<file path="config.mk">
export PLATFORM = sky130hd
export DESIGN_NAME = pool_ofm_writer_flat
export DESIGN_NICKNAME = d
export VERILOG_FILES = /design/src/rtl/pool_ofm_writer_if.sv /design/src/rtl/pool_ofm_writer.sv /design/src/flat_wrapper.sv
export SDC_FILE = /design/constraint.sdc
export NUM_CORES = 1
export LEC_CHECK = 0
export ABC_AREA = 0
export BUFFER_PORTS_ARGS = -buffer_cell sky130_fd_sc_hd__buf_2
export CAP_MARGIN = 20
export CORE_UTILIZATION = 23
export CTS_BUF_LIST = sky130_fd_sc_hd__clkbuf_8 sky130_fd_sc_hd__clkbuf_16
export DETAILED_ROUTE_END_ITERATION = 7
export PLACE_DENSITY_LB_ADDON = 0.3
export SLEW_MARGIN = 20
export SYNTH_ARGS = -nofsm -noshare
export SYNTH_HDL_FRONTEND = slang
export SYNTH_SLANG_ARGS = --single-unit
</file>
<file path="constraint.sdc">
create_clock -name clk1 -period 11 [get_ports clk1]
set_input_delay 2.75 -clock clk1 [delete_from_list [all_inputs] [get_ports clk1]]
set_output_delay 2.75 -clock clk1 [all_outputs]
set_load 0.005 [all_outputs]
</file>
<file path="src/rtl/pool_ofm_writer_if.sv">
// Sample-in / OFM-write bus of the pooling write-back stage.
// slave: the writer itself; master: the controller/SRAM side.
interface pool_ofm_writer_if #(
  parameter int DATA_WIDTH = 16,
  parameter int ADDR_WIDTH = 12
);
  logic                  in_valid;
  logic [DATA_WIDTH-1:0] in_data;
  logic                  end_pool;
  logic                  mem_ready;
  logic                  mem_we;
  logic [ADDR_WIDTH-1:0] mem_addr;
  logic [DATA_WIDTH-1:0] mem_wdata;

  modport slave (
    input  in_valid, in_data, end_pool, mem_ready,
    output mem_we, mem_addr, mem_wdata
  );

  modport master (
    output in_valid, in_data, end_pool, mem_ready,
    input  mem_we, mem_addr, mem_wdata
  );
endinterface

</file>
<file path="src/rtl/pool_ofm_writer.sv">
// Pooling write-back stage: elastic FIFO, channel-major OFM addressing, pass status.
// Optional POOL_WB_RELU_EN clamps negative samples to zero at push.
module pool_ofm_writer #(
  parameter int DATA_WIDTH  = 16,
  parameter int KERNEL_POOL = 4,
  parameter int IFM_SIZE    = 9,
  parameter int STRIDE_POOL = 2,
  parameter int CI          = 3,
  parameter int ADDR_WIDTH  = 12,
  parameter int BASE_ADDR   = 0,
  parameter int FIFO_DEPTH  = 4
) (
  input  logic                   clk1,
  input  logic                   rst_n,
  pool_ofm_writer_if.slave       bus,
  output logic                   busy,
  output logic                   done,
  output logic                   overflow,
  output logic                   count_err
);

  localparam int OFM_SIZE = (IFM_SIZE - KERNEL_POOL) / STRIDE_POOL + 1;
  localparam int TOTAL    = OFM_SIZE * OFM_SIZE * CI;
  localparam int PTR_W    = (FIFO_DEPTH > 1) ? $clog2(FIFO_DEPTH) : 1;

  localparam logic [ADDR_WIDTH-1:0] BASE_A   = ADDR_WIDTH'(BASE_ADDR);
  localparam logic [ADDR_WIDTH-1:0] ROW_A    = ADDR_WIDTH'(OFM_SIZE);
  localparam logic [ADDR_WIDTH-1:0] PLANE_A  = ADDR_WIDTH'(OFM_SIZE * OFM_SIZE);
  localparam logic [ADDR_WIDTH-1:0] EDGE_END = ADDR_WIDTH'(OFM_SIZE - 1);
  localparam logic [ADDR_WIDTH-1:0] CH_END   = ADDR_WIDTH'(CI - 1);
  localparam logic [15:0]           TOTAL_C  = 16'(TOTAL);
  localparam logic [PTR_W:0]        FULL_C   = (PTR_W + 1)'(FIFO_DEPTH);

  typedef enum logic [1:0] {IDLE, RUN, DRAIN, DONE} state_t;

  state_t                state, state_nxt;
  logic                  end_pool_q;
  logic                  pool_rise;
  logic [DATA_WIDTH-1:0] fifo_mem [FIFO_DEPTH];
  logic [PTR_W-1:0]      wr_ptr, rd_ptr;
  logic [PTR_W:0]        fifo_cnt;
  logic                  empty, full, push, pop, drop;
  logic [DATA_WIDTH-1:0] push_data;
  logic [15:0]           acc_cnt, acc_nxt;
  logic [ADDR_WIDTH-1:0] col, row, ch;
  logic                  clr_pass, set_cerr;

  assign pool_rise = bus.end_pool && !end_pool_q;
  assign empty     = (fifo_cnt == '0);
  assign full      = (fifo_cnt == FULL_C);
  assign pop       = !empty && bus.mem_ready;
  // A pop in the same cycle frees a slot, so a full FIFO still takes the sample.
  assign push      = bus.in_valid && (!full || pop);
  assign drop      = bus.in_valid && full && !pop;
  assign acc_nxt   = (push && (acc_cnt != '1)) ? acc_cnt + 16'd1 : acc_cnt;

`ifdef POOL_WB_RELU_EN
  assign push_data = bus.in_data[DATA_WIDTH-1] ? '0 : bus.in_data;
`else
  assign push_data = bus.in_data;
`endif

  assign bus.mem_we    = !empty;
  assign bus.mem_wdata = empty ? '0 : fifo_mem[rd_ptr];
  assign bus.mem_addr  = BASE_A + ch * PLANE_A + row * ROW_A + col;
  assign busy          = (state != IDLE);
  assign done          = (state == DONE);

  always_comb begin
    state_nxt = state;
    clr_pass  = 1'b0;
    set_cerr  = 1'b0;
    case (state)
      IDLE: begin
        if (pool_rise) begin
          if (bus.in_valid) begin
            state_nxt = DRAIN;
          end else begin
            state_nxt = DONE;
            set_cerr  = (TOTAL != 0);
          end
        end else if (bus.in_valid) begin
          state_nxt = RUN;
        end
      end
      RUN: if (pool_rise) state_nxt = DRAIN;
      DRAIN: begin
        // Empty FIFO means mem_we is low, so no write can fire this cycle.
        if (empty) begin
          state_nxt = DONE;
          set_cerr  = (acc_nxt != TOTAL_C);
        end
      end
      DONE: begin
        state_nxt = IDLE;
        clr_pass  = 1'b1;
      end
      default: state_nxt = IDLE;
    endcase
  end

  always_ff @(posedge clk1) begin
    if (!rst_n) begin
      state      <= IDLE;
      end_pool_q <= 1'b0;
      overflow   <= 1'b0;
      count_err  <= 1'b0;
      acc_cnt    <= '0;
    end else begin
      state      <= state_nxt;
      end_pool_q <= bus.end_pool;
      if (drop)     overflow  <= 1'b1;
      if (set_cerr) count_err <= 1'b1;
      acc_cnt <= clr_pass ? '0 : acc_nxt;
    end
  end

  always_ff @(posedge clk1) begin
    if (!rst_n) begin
      wr_ptr   <= '0;
      rd_ptr   <= '0;
      fifo_cnt <= '0;
    end else begin
      if (push) wr_ptr <= wr_ptr + PTR_W'(1);
      if (pop)  rd_ptr <= rd_ptr + PTR_W'(1);
      case ({push, pop})
        2'b10:   fifo_cnt <= fifo_cnt + 1'b1;
        2'b01:   fifo_cnt <= fifo_cnt - 1'b1;
        default: fifo_cnt <= fifo_cnt;
      endcase
    end
  end

  always_ff @(posedge clk1) begin
    if (push) fifo_mem[wr_ptr] <= push_data;
  end

  always_ff @(posedge clk1) begin
    if (!rst_n || clr_pass) begin
      col <= '0;
      row <= '0;
      ch  <= '0;
    end else if (pop) begin
      if (col == EDGE_END) begin
        col <= '0;
        if (row == EDGE_END) begin
          row <= '0;
          ch  <= (ch == CH_END) ? '0 : ch + 1'b1;
        end else begin
          row <= row + 1'b1;
        end
      end else begin
        col <= col + 1'b1;
      end
    end
  end

endmodule

</file>
<file path="src/flat_wrapper.sv">
// flat-port wrapper written by rule: the top's interface ports become plain ports
module pool_ofm_writer_flat 
#(
  parameter int DATA_WIDTH  = 16,
  parameter int KERNEL_POOL = 4,
  parameter int IFM_SIZE    = 9,
  parameter int STRIDE_POOL = 2,
  parameter int CI          = 3,
  parameter int ADDR_WIDTH  = 12,
  parameter int BASE_ADDR   = 0,
  parameter int FIFO_DEPTH  = 4
)
  (clk1, rst_n, busy, done, overflow, count_err, bus_in_valid, bus_in_data, bus_end_pool, bus_mem_ready, bus_mem_we, bus_mem_addr, bus_mem_wdata);
  pool_ofm_writer_if #(.DATA_WIDTH(DATA_WIDTH), .ADDR_WIDTH(ADDR_WIDTH)) bus_i ();
  input  logic clk1;
  input  logic rst_n;
  output logic busy;
  output logic done;
  output logic overflow;
  output logic count_err;
  input wire logic [$bits(bus_i.in_valid)-1:0] bus_in_valid;
  input wire logic [$bits(bus_i.in_data)-1:0] bus_in_data;
  input wire logic [$bits(bus_i.end_pool)-1:0] bus_end_pool;
  input wire logic [$bits(bus_i.mem_ready)-1:0] bus_mem_ready;
  output wire logic [$bits(bus_i.mem_we)-1:0] bus_mem_we;
  output wire logic [$bits(bus_i.mem_addr)-1:0] bus_mem_addr;
  output wire logic [$bits(bus_i.mem_wdata)-1:0] bus_mem_wdata;
  assign bus_i.in_valid = bus_in_valid;
  assign bus_i.in_data = bus_in_data;
  assign bus_i.end_pool = bus_end_pool;
  assign bus_i.mem_ready = bus_mem_ready;
  assign bus_mem_we = bus_i.mem_we;
  assign bus_mem_addr = bus_i.mem_addr;
  assign bus_mem_wdata = bus_i.mem_wdata;
  pool_ofm_writer #(.DATA_WIDTH(DATA_WIDTH), .KERNEL_POOL(KERNEL_POOL), .IFM_SIZE(IFM_SIZE), .STRIDE_POOL(STRIDE_POOL), .CI(CI), .ADDR_WIDTH(ADDR_WIDTH), .BASE_ADDR(BASE_ADDR), .FIFO_DEPTH(FIFO_DEPTH)) u_core (.clk1(clk1), .rst_n(rst_n), .bus(bus_i), .busy(busy), .done(done), .overflow(overflow), .count_err(count_err));
endmodule
</file>
# --- Word-level counts from Yosys, hierarchy flattened ---
# Memories as Yosys holds them, arrays and structs flattened. A register that Yosys moved wholly into a read port is not among the register bits.
# Index checks and enable logic that the tools add are counted.
classes:
  multipliers: 2
  n_mux: 21
  reduce_logical: 21
  add_sub_neg: 10
  n_bitwise: 1
  n_eq_ne: 14
op_table:
  columns: ["operator", "n"]
  rows:
  - ["12-bit by 1-bit adder with 12-bit output, second input constant", 3]
  - ["12-bit by 2-bit == test with 1-bit output, second input constant", 3]
  - ["12-bit two-way mux", 3]
  - ["16-bit two-way mux", 2]
  - ["12-bit adder", 2]
  - ["16-bit by 1-bit adder with 16-bit output, second input constant", 1]
  - ["16-bit inequality test, second input constant", 1]
  - ["16-bit by 5-bit inequality test with 1-bit output, second input constant", 1]
  - ["12-bit by 2-bit multiplier with 12-bit output, second input constant", 1]
  - ["12-bit by 4-bit multiplier with 12-bit output, second input constant", 1]
  - ["2-bit two-way mux", 6]
  - ["2-bit one-hot mux with 4 select lines", 1]
  - ["1-bit two-way mux", 7]
  - ["2-bit == test, second input constant", 3]
  - ["1-bit logical AND", 6]
  - ["3-bit one-hot mux with 2 select lines", 1]
  - ["3-bit AND reduction", 2]
  - ["1-bit logical NOT", 5]
  - ["2-bit by 1-bit adder with 2-bit output, second input constant", 2]
  - ["2-bit by 1-bit == test with 1-bit output, second input constant", 2]
  - ["2-bit by 1-bit inequality test with 1-bit output, second input constant", 2]
  - ["2-bit nonzero test", 2]
  - ["3-bit by 1-bit adder with 3-bit output, second input constant", 1]
  - ["3-bit == test, second input constant", 1]
  - ["9 further kinds", 10]
word_totals:
  inputBits: 21
  mem_count: 1
  out_inout_bits: 33
  ram_bits: 64
  register_bits: 64
memory_table:
  columns: ["name", "depth", "word_bits", "read_ports", "rd_clocked_by_memory_dff", "wr", "line", "rtl"]
  rows:
  - ["u_core.fifo_mem", 4, 16, 1, 1, 1, "pool_ofm_writer.sv:39", "logic [DATA_WIDTH-1:0] fifo_mem [FIFO_DEPTH];"]

# --- Logic depth before layout (Yosys ltp) ---
# Gate-level depths: netlist of run 1.
logic_depth:
  depth_word: 10
  ltp_mapped: 15

# --- Worst setup path before layout of run 1 ---
# No wires, ideal clock.
synth_timing:
  kind: "register -> output"
  start: "reg u_core.row[3]"
  end: "out bus_mem_addr[10]"
  arrival_ps: 3498
  n_path_buf: 0
  path_stages_with_launch: 15
  path_slack_ps: 4752
  cell_sequence: "dfxtp_1 inv_1 fa_1 inv_1 fa_1 ha_1 inv_1 fa_1 inv_1 ha_1 inv_1 o21ai_0 and2_1 o21ai_0 o311ai_0"
synth_between:
  elab_chain_cells: 3
synth_rtl:
  columns: ["element", "line", "rtl"]
  rows:
  - ["start, declared", "pool_ofm_writer.sv:45", "logic [ADDR_WIDTH-1:0] col, row, ch;"]
  - ["start signal, assigned", "pool_ofm_writer.sv:150", "row <= row + 1'b1;"]
  - ["12-bit by 2-bit multiplier with 12-bit output", "pool_ofm_writer.sv:65", "assign bus.mem_addr = BASE_A + ch * PLANE_A + row * ROW_A + col;"]
  - ["12-bit adder (2 in series)", "pool_ofm_writer.sv:65", null]
  - ["end, declared", "flat_wrapper.sv:26", "output wire logic [$bits(bus_i.mem_addr)-1:0] bus_mem_addr;"]
# No other way between the ends.

# --- Worst setup path in the final report of run 1 ---
# Same ends and word-level chain as after synthesis.

==> results of run 1 <==
[worst min path at each step]
stage	startpoint	end	slack [ns]
final	u_core.overflow	u_core.overflow	0.50
after global routing	u_core.overflow	u_core.overflow	0.53
after CTS	u_core.wr_ptr[1]	u_core.wr_ptr[1]	0.50
after detailed placement	u_core.overflow	u_core.overflow	0.49
after global placement	u_core.wr_ptr[1]	u_core.wr_ptr[1]	0.49
after floorplan	u_core.state[0]	u_core.state[0]	0.47
[critical path: cells and delay by family (launching register included)]
| kind | cells | cell delay [ns] |
|---|---|---|
| compound gates | 3 | 0.72 |
| fa+ha+maj | 5 | 2.05 |
| buf+inv | 6 | 0.47 |
| flops | 1 | 0.44 |
| simple gates | 1 | 0.18 |
[cells in the mapped netlist (2+ instances only)]
cell type and instances:
a211oi_1 8, a21o_1 3, a21oi_1 15, a31oi_1 4, and2_1 19, and3_1 16
and4_1 7, buf_2 10, clkbuf_1 8, dfxtp_1 66, edfxtp_1 64, fa_1 28
ha_1 54, inv_1 89, mux4_2 16, nand2_1 25, nand2b_1 4, nand3_1 18
nand4_1 12, nor2_1 70, nor2_2 2, nor2b_1 5, nor3_1 8, nor3_2 2
nor4_1 6, nor4b_1 4, o211ai_1 2, o21ai_0 9, o31a_1 2, or2_2 3
or3_1 6, xnor2_1 44, xor2_1 24
[routing by layer]
metal | GRT usage | part of all wire | routed length, µm
met2 | 0.1618 | 0.46 | 7092
met4 | 0.02644 | 0.0068 | 105
met5 | 0 | 0 | 0
met1 | 0.1322 | 0.50 | 7706
met3 | 0.02226 | 0.032 | 493
[state kept, by name (all words and copies together) (netlist names), named ones only]
register           flops
u_core.acc_cnt        16
u_core.count_err       1
u_core.ch             12
u_core.wr_ptr          2
u_core.col            12
u_core.fifo_mem       64
u_core.rd_ptr          2
u_core.state           2
u_core.fifo_cnt        3
u_core.row            12
u_core.end_pool_q      1
u_core.overflow        1
[cell type report]
type | instances | area share
clock buffer | 17 | 0.04861
clock inverter | 15 | 0.02245
multi-input combinational | 438 | 0.4289
sequential | 130 | 0.3706
timing repair buffer | 56 | 0.03289
inverter | 91 | 0.03903
tap | 402 | 0.05748
[kinds of logic (layout without fill, tap and decap cells)]
kind of cell,after synthesis,count (layout),synth area share
flip-flops,130,130,0.4370
AO/OA/AOI/OAI,56,56,0.05327
adder cells (fa/ha/maj),82,82,0.1666
AND/OR/NAND/NOR,216,216,0.1571
XOR/XNOR,68,68,0.08024
multiplexers,16,16,0.04855
buffers and inverters,110,179,0.05732
[metrics by stage]
step	total power, mW	util	cells
after floorplan	0.7750	-	678
after detailed placement	0.8848	0.2570	1117
after CTS	1.488	0.2766	1149
after global placement	0.8810	0.2570	1117
after global routing	1.543	0.2766	1149
final	1.463	0.2766	1149
[power breakdown]
group	switching, mW	internal (mW)	leakage, nW
clock network	0.233	0.364	0.304
registers	0.0300	0.547	1.12
logic	0.155	0.135	2.14
==> impl_metrics.yaml, run 1 <==
worst_setup_path:
  slowest_stage: "fa_1"
  critPathRequiredTime_ns: 8.25
  cp_cell_sequence: "inv_1 > fa_1 > inv_1 > fa_1 > ha_1 > inv_1 > fa_1 > inv_1 > ha_1 > inv_1 > o21ai_0 > and2_1 > o21ai_0 > o311ai_0 > buf_2"
  critPathKind: "reg -> out"
  startpoint: "u_core.row[3]"
  timing.critical_path.mode_cell: "inv_1"
  r2r_end: "u_core.fifo_cnt[2]"
  critPathMaxFanout: 5
  crit_arrival_ns: 4.27
  end_kind: "primary output"
  ff2ff_path_depth: 9
  r2r-start: "u_core.fifo_cnt[0]"
  max_stage_delay_ns: 0.51
  endpoint: "bus_mem_addr[10]"
  crit_path_start_kind: "register"
  r2r_slack_ns: 8.48
final_layout:
  layout_commonest_cell: "inv_1"
  drive_above_1_share: 0.1633
  ff_latch_area_um2: 3243
  antenna_cells: 0
  syn2layout_area_growth_pct: 17.90
  nets: 837
  multi_input_area_um2: 3754
  fin_area_um2: 8751
  final_cell_mix: "inv_1 (89), nor2_1 (70), dfxtp_1 (66)"
  final.fill_count: 3276
route:
  first_pass_iters: 4
  routed_wl_um: 15400
  drt_iter0_markers: 250
  drc: 0
  drt.antenna.violating_nets: 0
  wl_per_cell_um: 13.40
  vias: 4881
  via_per_inst: 4.248
clock_network:
  cts_tree: "built"
  h-tree-depth: 4
  clock_sink_count: 130
  clk_latency_ns: 0.41
  cts_buffer_depth: 2
  root_buffer: "clkbuf_16"
  clkTransAtPathRegs_ns: 0.06
  cts_hold_buf: 0
  postCtsResizedCells: 0
  cts_setup_buffers: 0
  cts_buffers: 17
sta:
  final-setup-viol-count: 0
  finalCritPeriodShare: 0.6379
  timing.final.ws_setup_ns: 3.984
  finClkSkew_ns: 0.01050
  rsz0062_at_grt: "false"
  tightest_slew_ns: 0.8792
  slew_headroom: 0.4139
  fmax_ghz: 0.1425
  holdWs_ns: 0.5008
  hold_violations: 0
  fin_setup_tns_ns: 0
  timing.final.crit_period_ns: 7.016
  final-max-slew-violation-count: 0
logic_synthesis:
  synth_top_area_share: 0.2589
  synthArstFlopShare: 0
  postSynthCellCount: 678
  yosysTopAreaCell: "edfxtp_1"
  syn_area_um2: 7422
  synthTopCellsByArea: "edfxtp_1 (26%), dfxtp_1 (18%), ha_1 (9.1%)"
  synth_flop_cell: "dfxtp_1"
  syn_nets: 781
  ys_types: 58
  ys.warnings.count: 0
  synth-seq-cells: 130
  synth_edf_count: 64
  avgSynthCellArea_um2: 10.95
  synth-seq-area-share: 0.4370
die:
  fp.dieH_um: 181.6
  design.core.area_um2: 31640
  start_util: 0.2346
  die_area_um2: 32990
  row_count: 65
  dieWidth_um: 181.6
  ios: 54
place:
  dp_slack_ns: 4.400
  gp_congestion: 0.7656
  hpwl_um: 11210
  placed_area_um2: 8129
  portBuffers: 53
worst_hold_path:
  worstHoldPathType: "reg -> reg"
  hold_path_depth: 2
grt:
  antenna_found_initial: 0
  grt_pass1_wl_um: 25890
  overflow: 0
  grt_util_all_layers: 0.09937
  grt_max_degree: 23
  grt_pass1_vias: 4968
job:
  cap_violations: 0
status:
  status: "complete, no violations"
power:
  vdd_drop_max_uv: 86.54
  pwr_density_cell_nw_per_um2: 167.2
  leakagePower_nw: 3.566
Power figures use the tool's default switching activity.
==> inputs of run 2 (changes only) <==
==> constraint.sdc (replaced) <==
create_clock -name clk1 -period 7.3 [get_ports clk1]
set_input_delay 1.825 -clock clk1 [delete_from_list [all_inputs] [get_ports clk1]]
set_output_delay 1.825 -clock clk1 [all_outputs]
set_load 0.005 [all_outputs]
==> impl_metrics.yaml, run 2 (same netlist as run 1, synthesis figures left out) <==
worst_setup_path:
  end_kind: "primary output"
  crit_path_start_kind: "register"
  critPathRequiredTime_ns: 5.48
  crit_arrival_ns: 4.22
  critPathKind: "reg -> out"
  critPathMaxFanout: 5
sta:
  timing.final.crit_period_ns: 6.043
  finalCritPeriodShare: 0.8278
  fin_setup_tns_ns: 0
  slew_headroom: 0.4170
  final-max-slew-violation-count: 0
  fmax_ghz: 0.1655
  finClkSkew_ns: 0.01174
  tightest_slew_ns: 0.8746
  hold_violations: 0
  rsz0062_at_grt: "false"
  final-setup-viol-count: 0
die:
  row_count: 65
  dieWidth_um: 181.6
  ios: 54
  design.core.area_um2: 31640
  die_area_um2: 32990
  fp.dieH_um: 181.6
  start_util: 0.2346
clock_network:
  postCtsResizedCells: 0
  cts_hold_buf: 0
  cts_tree: "built"
  h-tree-depth: 4
  cts_setup_buffers: 0
  cts_buffers: 17
  root_buffer: "clkbuf_16"
  cts_buffer_depth: 2
  clock_sink_count: 130
  clk_latency_ns: 0.41
  clkTransAtPathRegs_ns: 0.06
route:
  drc: 0
  wl_per_cell_um: 13.39
  first_pass_iters: 4
  vias: 4875
  routed_wl_um: 15380
  drt_iter0_markers: 263
  drt.antenna.violating_nets: 0
  via_per_inst: 4.243
place:
  portBuffers: 53
  hpwl_um: 11290
  gp_congestion: 0.7654
power:
  leakagePower_nw: 3.561
  vdd_drop_max_uv: 130.5
  pwr_density_cell_nw_per_um2: 250.3
  p_total_mw: 2.187
final_layout:
  regMostFlops: "u_core.fifo_mem"
  antenna_cells: 0
  layout_commonest_cell: "inv_1"
  final_cell_mix: "inv_1 (91), nor2_1 (70), dfxtp_1 (66)"
  largestRegisters: "u_core.fifo_mem x64, u_core.acc_cnt x16"
  syn2layout_area_growth_pct: 17.70
  drive_above_1_share: 0.1606
  largest_reg_flops: 64
  nets: 837
grt:
  antenna_found_initial: 0
  grt_pass1_vias: 4997
  grt-busiest-layer: "met2"
  overflow: 0
  gr-usage-met1: 0.1299
  grtUsageMet3: 0.02367
  grt_pass1_wl_um: 26020
  grt_util_all_layers: 0.1003
  grt_max_degree: 23
  met2_usage: 0.1668
worst_hold_path:
  worstHoldPathType: "reg -> reg"
status:
  status: "complete, no violations"
job:
  cap_violations: 0
[run 2: cell types whose count changed in the layout (fill, tap and decap cells not counted)]
cell,before,now
clkinv_2,2,1
clkinv_4,1,2
inv_1,89,91
inv_6,6,4
clkinvlp_4,1,2
clkinv_8,1,0
[run 2: final timing paths]
check	from	depth (start not counted)	slack [ns]	end
max	u_core.row[3]	15	1.26	bus_mem_addr[10]
min	u_core.overflow	2	0.50	u_core.overflow
max reg2reg	u_core.fifo_cnt[0]	9	4.79	u_core.fifo_cnt[2]
min reg2reg	u_core.overflow	2	0.50	u_core.overflow
[run 2: critical path: stages, from the launching register on]
cell	delay [ns]
dfxtp_1	0.44
inv_1	0.11
fa_1	0.51
inv_1	0.05
fa_1	0.45
ha_1	0.28
inv_1	0.05
fa_1	0.49
inv_1	0.04
ha_1	0.31
inv_1	0.04
o21ai_0	0.22
and2_1	0.19
o21ai_0	0.15
o311ai_0	0.32
buf_2	0.17
[run 2: area by class of cell]
cell class,count,area [µm²]
Clock inverter,15,181.4
Sequential cell,130,3243
Timing Repair Buffer,56,287.8
Inverter,91,341.6
Multi-Input combinational cell,438,3754
Clock buffer,17,425.4
Fill cell,3270,22900
Tap cell,402,503.0
[run 2: per-stage QoR]
step | setup slack, ns | instance area (µm²) | hold slack, ns | utilization | std cells
after floorplan | 1.977 | 7422 | 0.4659 | - | 678
after global placement | 1.654 | 8129 | 0.4866 | 0.2570 | 1117
after detailed placement | 1.658 | 8129 | 0.4900 | 0.2570 | 1117
after CTS | 1.210 | 8736 | 0.5042 | 0.2761 | 1149
after global routing | 0.8376 | 8736 | 0.5291 | 0.2761 | 1149
final | 1.257 | 8736 | 0.5041 | 0.2761 | 1149
[run 2: routing by layer]
metal / vias to the layer above / wire length [µm]
met5: - / 0
met4: 0 / 100
met3: 7 / 503
met2: 62 / 7232
met1: 2378 / 7546
li1: 2428 / -
[run 2: report_power, final]
| part | internal (mW) | switching, mW |
|---|---|---|
| combinational | 0.203 | 0.234 |
| sequential | 0.824 | 0.0449 |
| clock | 0.542 | 0.339 |
